File: src/rtl/quad_step_decoder.sv
// quad_step_decoder
//   Quadrature encoder front end. Synchronises A/B/IDX, decodes Gray-code
//   phase transitions into up/down/hold/clear commands for a counter and
//   keeps a local position count in step with those commands.
//
//   Optional feature macro: GLITCH_FILTER_EN
//     When defined, each synced channel passes through a stability filter
//     that only follows a new level after FILT consecutive differing cycles.
//
// Ports
//   CLK      in   clock, posedge
//   RST      in   asynchronous active-high reset
//   A, B     in   encoder channels (asynchronous)
//   IDX      in   encoder index (asynchronous), rising edge clears position
//   EN       in   count enable (CLK domain)
//   err_clr  in   clears sticky err
//   s        out  command: 0 up, 1 down, 2 hold, 3 clear
//   step     out  one-cycle pulse on up/down
//   dir      out  last step direction (0 up, 1 down)
//   err      out  sticky illegal-transition flag
//   pos      out  position count, modulo 2^n
module quad_step_decoder #(
    parameter int unsigned n    = 16,
    parameter int unsigned FILT = 4
) (
    input  logic         CLK,
    input  logic         RST,
    input  logic         A,
    input  logic         B,
    input  logic         IDX,
    input  logic         EN,
    input  logic         err_clr,
    output logic [1:0]   s,
    output logic         step,
    output logic         dir,
    output logic         err,
    output logic [n-1:0] pos
);

    localparam logic [1:0] S_UP    = 2'd0;
    localparam logic [1:0] S_DOWN  = 2'd1;
    localparam logic [1:0] S_HOLD  = 2'd2;
    localparam logic [1:0] S_CLEAR = 2'd3;

    if (FILT < 2) begin : g_filt_range
        $error("quad_step_decoder: FILT must be >= 2");
    end

    // Two-flop synchroniser, bit order {A, B, IDX}
    logic [2:0] sync1_q, sync1_d;
    logic [2:0] sync2_q, sync2_d;
    logic [2:0] clean_c;

    always_comb begin
        sync1_d = {A, B, IDX};
        sync2_d = sync1_q;
    end

    always_ff @(posedge CLK or posedge RST) begin
        if (RST) begin
            sync1_q <= '0;
            sync2_q <= '0;
        end else begin
            sync1_q <= sync1_d;
            sync2_q <= sync2_d;
        end
    end

`ifdef GLITCH_FILTER_EN
    localparam int unsigned CNT_W = $clog2(FILT + 1);

    logic [2:0]            filt_q, filt_d;
    logic [2:0][CNT_W-1:0] cnt_q, cnt_d;

    // Filtered level follows the synced level only after FILT differing cycles
    always_comb begin
        filt_d = filt_q;
        cnt_d  = cnt_q;
        for (int ch = 0; ch < 3; ch++) begin
            if (sync2_q[ch] != filt_q[ch]) begin
                if (cnt_q[ch] == CNT_W'(FILT - 1)) begin
                    filt_d[ch] = sync2_q[ch];
                    cnt_d[ch]  = '0;
                end else begin
                    cnt_d[ch] = cnt_q[ch] + CNT_W'(1);
                end
            end else begin
                cnt_d[ch] = '0;
            end
        end
    end

    always_ff @(posedge CLK or posedge RST) begin
        if (RST) begin
            filt_q <= '0;
            cnt_q  <= '0;
        end else begin
            filt_q <= filt_d;
            cnt_q  <= cnt_d;
        end
    end

    assign clean_c = filt_q;
`else
    assign clean_c = sync2_q;
`endif

    // Position of a phase in the forward Gray sequence 00,01,11,10
    function automatic logic [1:0] gray_pos(input logic [1:0] ph);
        return {ph[1], ph[1] ^ ph[0]};
    endfunction

    logic [1:0]   phase_c;
    logic         idx_c;
    logic [1:0]   delta_c;
    logic         idx_rise_c;

    logic [1:0]   prev_phase_q, prev_phase_d;
    logic         idx_prev_q, idx_prev_d;
    logic         primed_q, primed_d;
    logic [1:0]   s_q, s_d;
    logic         step_q, step_d;
    logic         dir_q, dir_d;
    logic         err_q, err_d;
    logic [n-1:0] pos_q, pos_d;

    assign phase_c    = clean_c[2:1];
    assign idx_c      = clean_c[0];
    // 1 = forward, 3 = reverse, 2 = both bits changed, 0 = no change
    assign delta_c    = 2'(gray_pos(phase_c) - gray_pos(prev_phase_q));
    assign idx_rise_c = idx_c & ~idx_prev_q;

    // Command decode; index clear outranks a coincident step
    always_comb begin
        s_d          = S_HOLD;
        step_d       = 1'b0;
        dir_d        = dir_q;
        err_d        = err_q & ~err_clr;
        pos_d        = pos_q;
        prev_phase_d = phase_c;
        idx_prev_d   = idx_c;
        primed_d     = 1'b1;

        if (primed_q) begin
            if (delta_c == 2'd2) begin
                err_d = 1'b1;
            end
            if (EN) begin
                if (idx_rise_c) begin
                    s_d   = S_CLEAR;
                    pos_d = '0;
                end else if (delta_c == 2'd1) begin
                    s_d    = S_UP;
                    step_d = 1'b1;
                    dir_d  = 1'b0;
                    pos_d  = pos_q + n'(1);
                end else if (delta_c == 2'd3) begin
                    s_d    = S_DOWN;
                    step_d = 1'b1;
                    dir_d  = 1'b1;
                    pos_d  = pos_q - n'(1);
                end
            end
        end
    end

    always_ff @(posedge CLK or posedge RST) begin
        if (RST) begin
            s_q          <= S_HOLD;
            step_q       <= 1'b0;
            dir_q        <= 1'b0;
            err_q        <= 1'b0;
            pos_q        <= '0;
            prev_phase_q <= '0;
            idx_prev_q   <= 1'b0;
            primed_q     <= 1'b0;
        end else begin
            s_q          <= s_d;
            step_q       <= step_d;
            dir_q        <= dir_d;
            err_q        <= err_d;
            pos_q        <= pos_d;
            prev_phase_q <= prev_phase_d;
            idx_prev_q   <= idx_prev_d;
            primed_q     <= primed_d;
        end
    end

    assign s    = s_q;
    assign step = step_q;
    assign dir  = dir_q;
    assign err  = err_q;
    assign pos  = pos_q;

endmodule

File: config.mk
export PLATFORM = sky130hd
export DESIGN_NAME = quad_step_decoder
export DESIGN_NICKNAME = d
export VERILOG_FILES = /design/src/rtl/quad_step_decoder.sv
export SDC_FILE = /design/constraint.sdc
export NUM_CORES = 1
export LEC_CHECK = 0
export ABC_CLOCK_PERIOD_IN_PS = 9700
export CORE_UTILIZATION = 52
export CTS_CLUSTER_SIZE = 24
export DETAILED_ROUTE_END_ITERATION = 6
export PLACE_DENSITY = 0.78
export SLEW_MARGIN = 10
export SYNTH_ARGS = -nofsm -noshare
export SYNTH_HDL_FRONTEND = slang
export SYNTH_SLANG_ARGS = --single-unit
File: constraint.sdc
create_clock -name CLK -period 9.7 [get_ports CLK]
set_clock_uncertainty 0.1 [all_clocks]
set_input_delay 0.97 -clock CLK [delete_from_list [all_inputs] [get_ports CLK]]
set_output_delay 0.97 -clock CLK [all_outputs]
set_load 0.02 [all_outputs]
==> impl_metrics.yaml <==
run_status:
  status: "finished clean"
global_route:
  grt_max_degree: 32
  grt_pass1_vias: 1443
  grt_first_pass_wirelength_mm: 6.41
  grt-ovfl-total: 0
  grt.total_usage_pct: 23.9
  grt_antenna_before_repair: 0
sta:
  max_freq_mhz: 290
  final.period_utilization_pct: 35.6
  grt_setup_unrepaired: "false"
  relSlewSlack_pct: 52.5
  worst_slew_pin_slew_ns: 0.711
  post-route-min-period_ns: 3.45
  final_max_slew_viol_count: 0
  setup-violations-final: 0
  hold_viol: 0
  tns_ns: 0
  setup_slack_ns: 6.25
worst_setup_path:
  crit_chain: "xnor2_1 > ha_1 > xor2_1 > xnor2_2 > nand2b_2 > fa_1 > and3_1 > o211a_1 > a21o_1 > a41oi_2 > xor2_1 > o21ai_1"
  slowest_delay_ns: 0.51
  critPathTopFamily: "XOR/XNOR gates"
  rr_worst_depth: 12
  start_kind: "register"
  path_max_fanout: 20
  cp_num_buf_inv: 0
  endpoint_kind: "register"
  critPathSlowestCell: "fa_1"
  crit_arrival_ns: 3.56
  r2r_end: "pos[12]"
  cp.required_ns: 9.81
  path_class: "reg2reg"
  r2r-start: "clean_c[2]"
  cp_common_cell: "xor2_1"
  r2r_slack_ns: 6.25
detailed_routing:
  post_drt_wl_per_cell_um: 14.7
  drt_iter0_drc: 51
  drt_pass1_iterations: 4
  drt.antenna.violating_nets: 0
  vias: 1467
  viasPerCell: 5.69
  drc: 0
  routed_wl_mm: 3.79
clock_network:
  post_cts_buffers: 0
  ctsHoldBuffers: 0
  cts-root-buf: "clkbuf_4"
  cts_tree: "done"
  path_clk_slew_ns: 0.11
  h-tree-depth: 2
  clockBufferDepth: 2
  cts_buffers: 5
  cts.repair.resized: 0
  insertion_delay_ns: 0.35
  cts.sinks: 31
logic_synthesis:
  synth_seq_cells: 31
  syn_avg_cell_area_um2: 10.1
  yosys-top-cells-area: "dfrtp_1, ha_1, nand2_1"
  synth.net_count: 208
  yosysTopAreaCellShare_pct: 41.0
  synth_warnings: 0
  synth-edff-count: 0
  ys_async_sr_fraction_pct: 100
  synthCells: 182
  yosysUniqueCellTypes: 45
  synth_flop_cell: "dfrtp_1"
  syn-cell-area_um2: 1830
  ys_seq_area_share_pct: 42.5
  synth_top_area_cell: "dfrtp_1"
hold_path:
  holdPathEnd: "clean_c[2]"
  min_path_type: "reg2reg"
  min_from: "sync1_q[2]"
  hold_depth: 0
cells_and_area:
  seqCellArea_um2: 777
  syn_to_final_growth_pct: 22.0
  drive_above_1_share_pct: 8.96
  multi_input_area_um2: 993
  antenna_cells: 0
  nNetsFinal: 237
  fill_cells: 283
die:
  core_area_um2: 3360
  die_w_um: 61.3
  num_rows: 21
  start_util_pct: 54.4
  die_area_um2: 3760
  pin_count: 28
  chipHeight_um: 61.3
job:
  max_cap_violations: 0
power_and_ir_drop:
  p_per_area_nw_per_um2: 372
  power.total_w: 0.000831
  p_leak_nw: 1.04
  irDropWorstVdd_uv: 176
place:
  io_buffers: 27
  gp_congestion: 0.908
  dp_slack_ns: 6.31
  hpwl_mm: 2.72
==> worst max-delay path by stage <==
stage | start | slack, ns | end | cells past startpoint
CTS | clean_c[2] | 6.25 | pos[12] | 12
global placement | prev_phase_q[1] | 6.42 | pos[12] | 12
global route | clean_c[2] | 6.00 | pos[13] | 12
detailed placement | clean_c[2] | 6.31 | pos[12] | 12
finish | clean_c[2] | 6.25 | pos[12] | 12
floorplan | prev_phase_q[1] | 6.62 | pos[14] | 12
==> cells by family after synthesis <==
kind of cell | synth area share (%)
AOI/OAI and AO/OA | 20.1
xor gates and xnor gates | 7.11
adders and majority gates | 13.4
buffers and inverters | 3.42
DFF | 42.5
muxes | 0.547
other | 0.205
and+or+nand+nor | 12.7
==> power breakdown <==
group	total, W	internal, W	switching, W	leakage [nW]
Clock	0.000128	0.0000804	0.0000477	0.0525
Combinational	0.000502	0.000229	0.000273	0.600
Sequential	0.000200	0.000165	0.0000353	0.385
Total	0.000831	0.000474	0.000356	1.04
==> cell usage in the layout, fill, tap and decap left out, types with 3 or more instances in the layout <==
master           count
nand2_1             20
clkbuf_4             5
and3_1               3
clkdlybuf4s50_1     27
inv_1                6
o21ai_0             14
nand4_1              4
xor2_1               7
xnor2_1              6
a31oi_1              3
a21o_1               4
a22o_1               3
nor2_1               8
dfrtp_1             30
or3_1                3
o21ai_1              5
a21oi_1             11
ha_1                18
==> flip-flops by register name, summed over array words and instances (netlist names), 2 cells and up <==
signal,flops
clean_c,3
s,2
sync1_q,3
prev_phase_q,2
pos,16
==> cell usage after synthesis (all sizes together) (2+ instances only) <==
master	number
a21o	6
xor2	7
dfrtp	30
nand3	2
nand4	4
and3	4
o211ai	2
nor2	8
clkbuf	3
buf	2
a21oi	11
xnor2	7
a22o	3
o21bai	3
ha	18
o21ai	19
a31oi	3
inv	7
nand2	20
or3	3
nor3	3
==> worst register-to-register path: cells and delay by family, from the launching register on <==
| family | cells | cell delay, ns |
|---|---|---|
| AOI/OAI and AO/OA | 4 | 0.77 |
| xor gates and xnor gates | 4 | 0.76 |
| adders and majority gates | 2 | 0.71 |
| DFF | 1 | 0.43 |
| and+or+nand+nor | 2 | 0.54 |
==> metal layers <==
metal	global-route usage (%)	share of wire, %
met3	7.14	4.9
met5	0	0
met2	37.7	50
met1	30.2	43
met4	10.7	1.8
==> stage by stage <==
stage	area, um^2	utilization, %	std cells	hold slack, ns
6_report	2230	66.3	258	0.252
5_1_grt	2230	66.3	258	0.267
4_1_cts	2230	66.2	258	0.259
3_5_place_dp	2130	63.2	250	0.237
3_3_place_gp	2130	63.2	250	0.233
2_1_floorplan	1830	-	182	0.231
==> layout make-up <==
| cell class | count | area share, % |
|---|---|---|
| Clock buffer | 6 | 1.85 |
| Clock inverter | 2 | 2.69 |
| Inverter | 8 | 1.40 |
| Multi-Input combinational cell | 138 | 44.5 |
| Sequential cell | 31 | 34.8 |
| Tap cell | 46 | 2.58 |
| Timing Repair Buffer | 27 | 12.1 |
No activity file was read; power rests on OpenSTA's default activity.
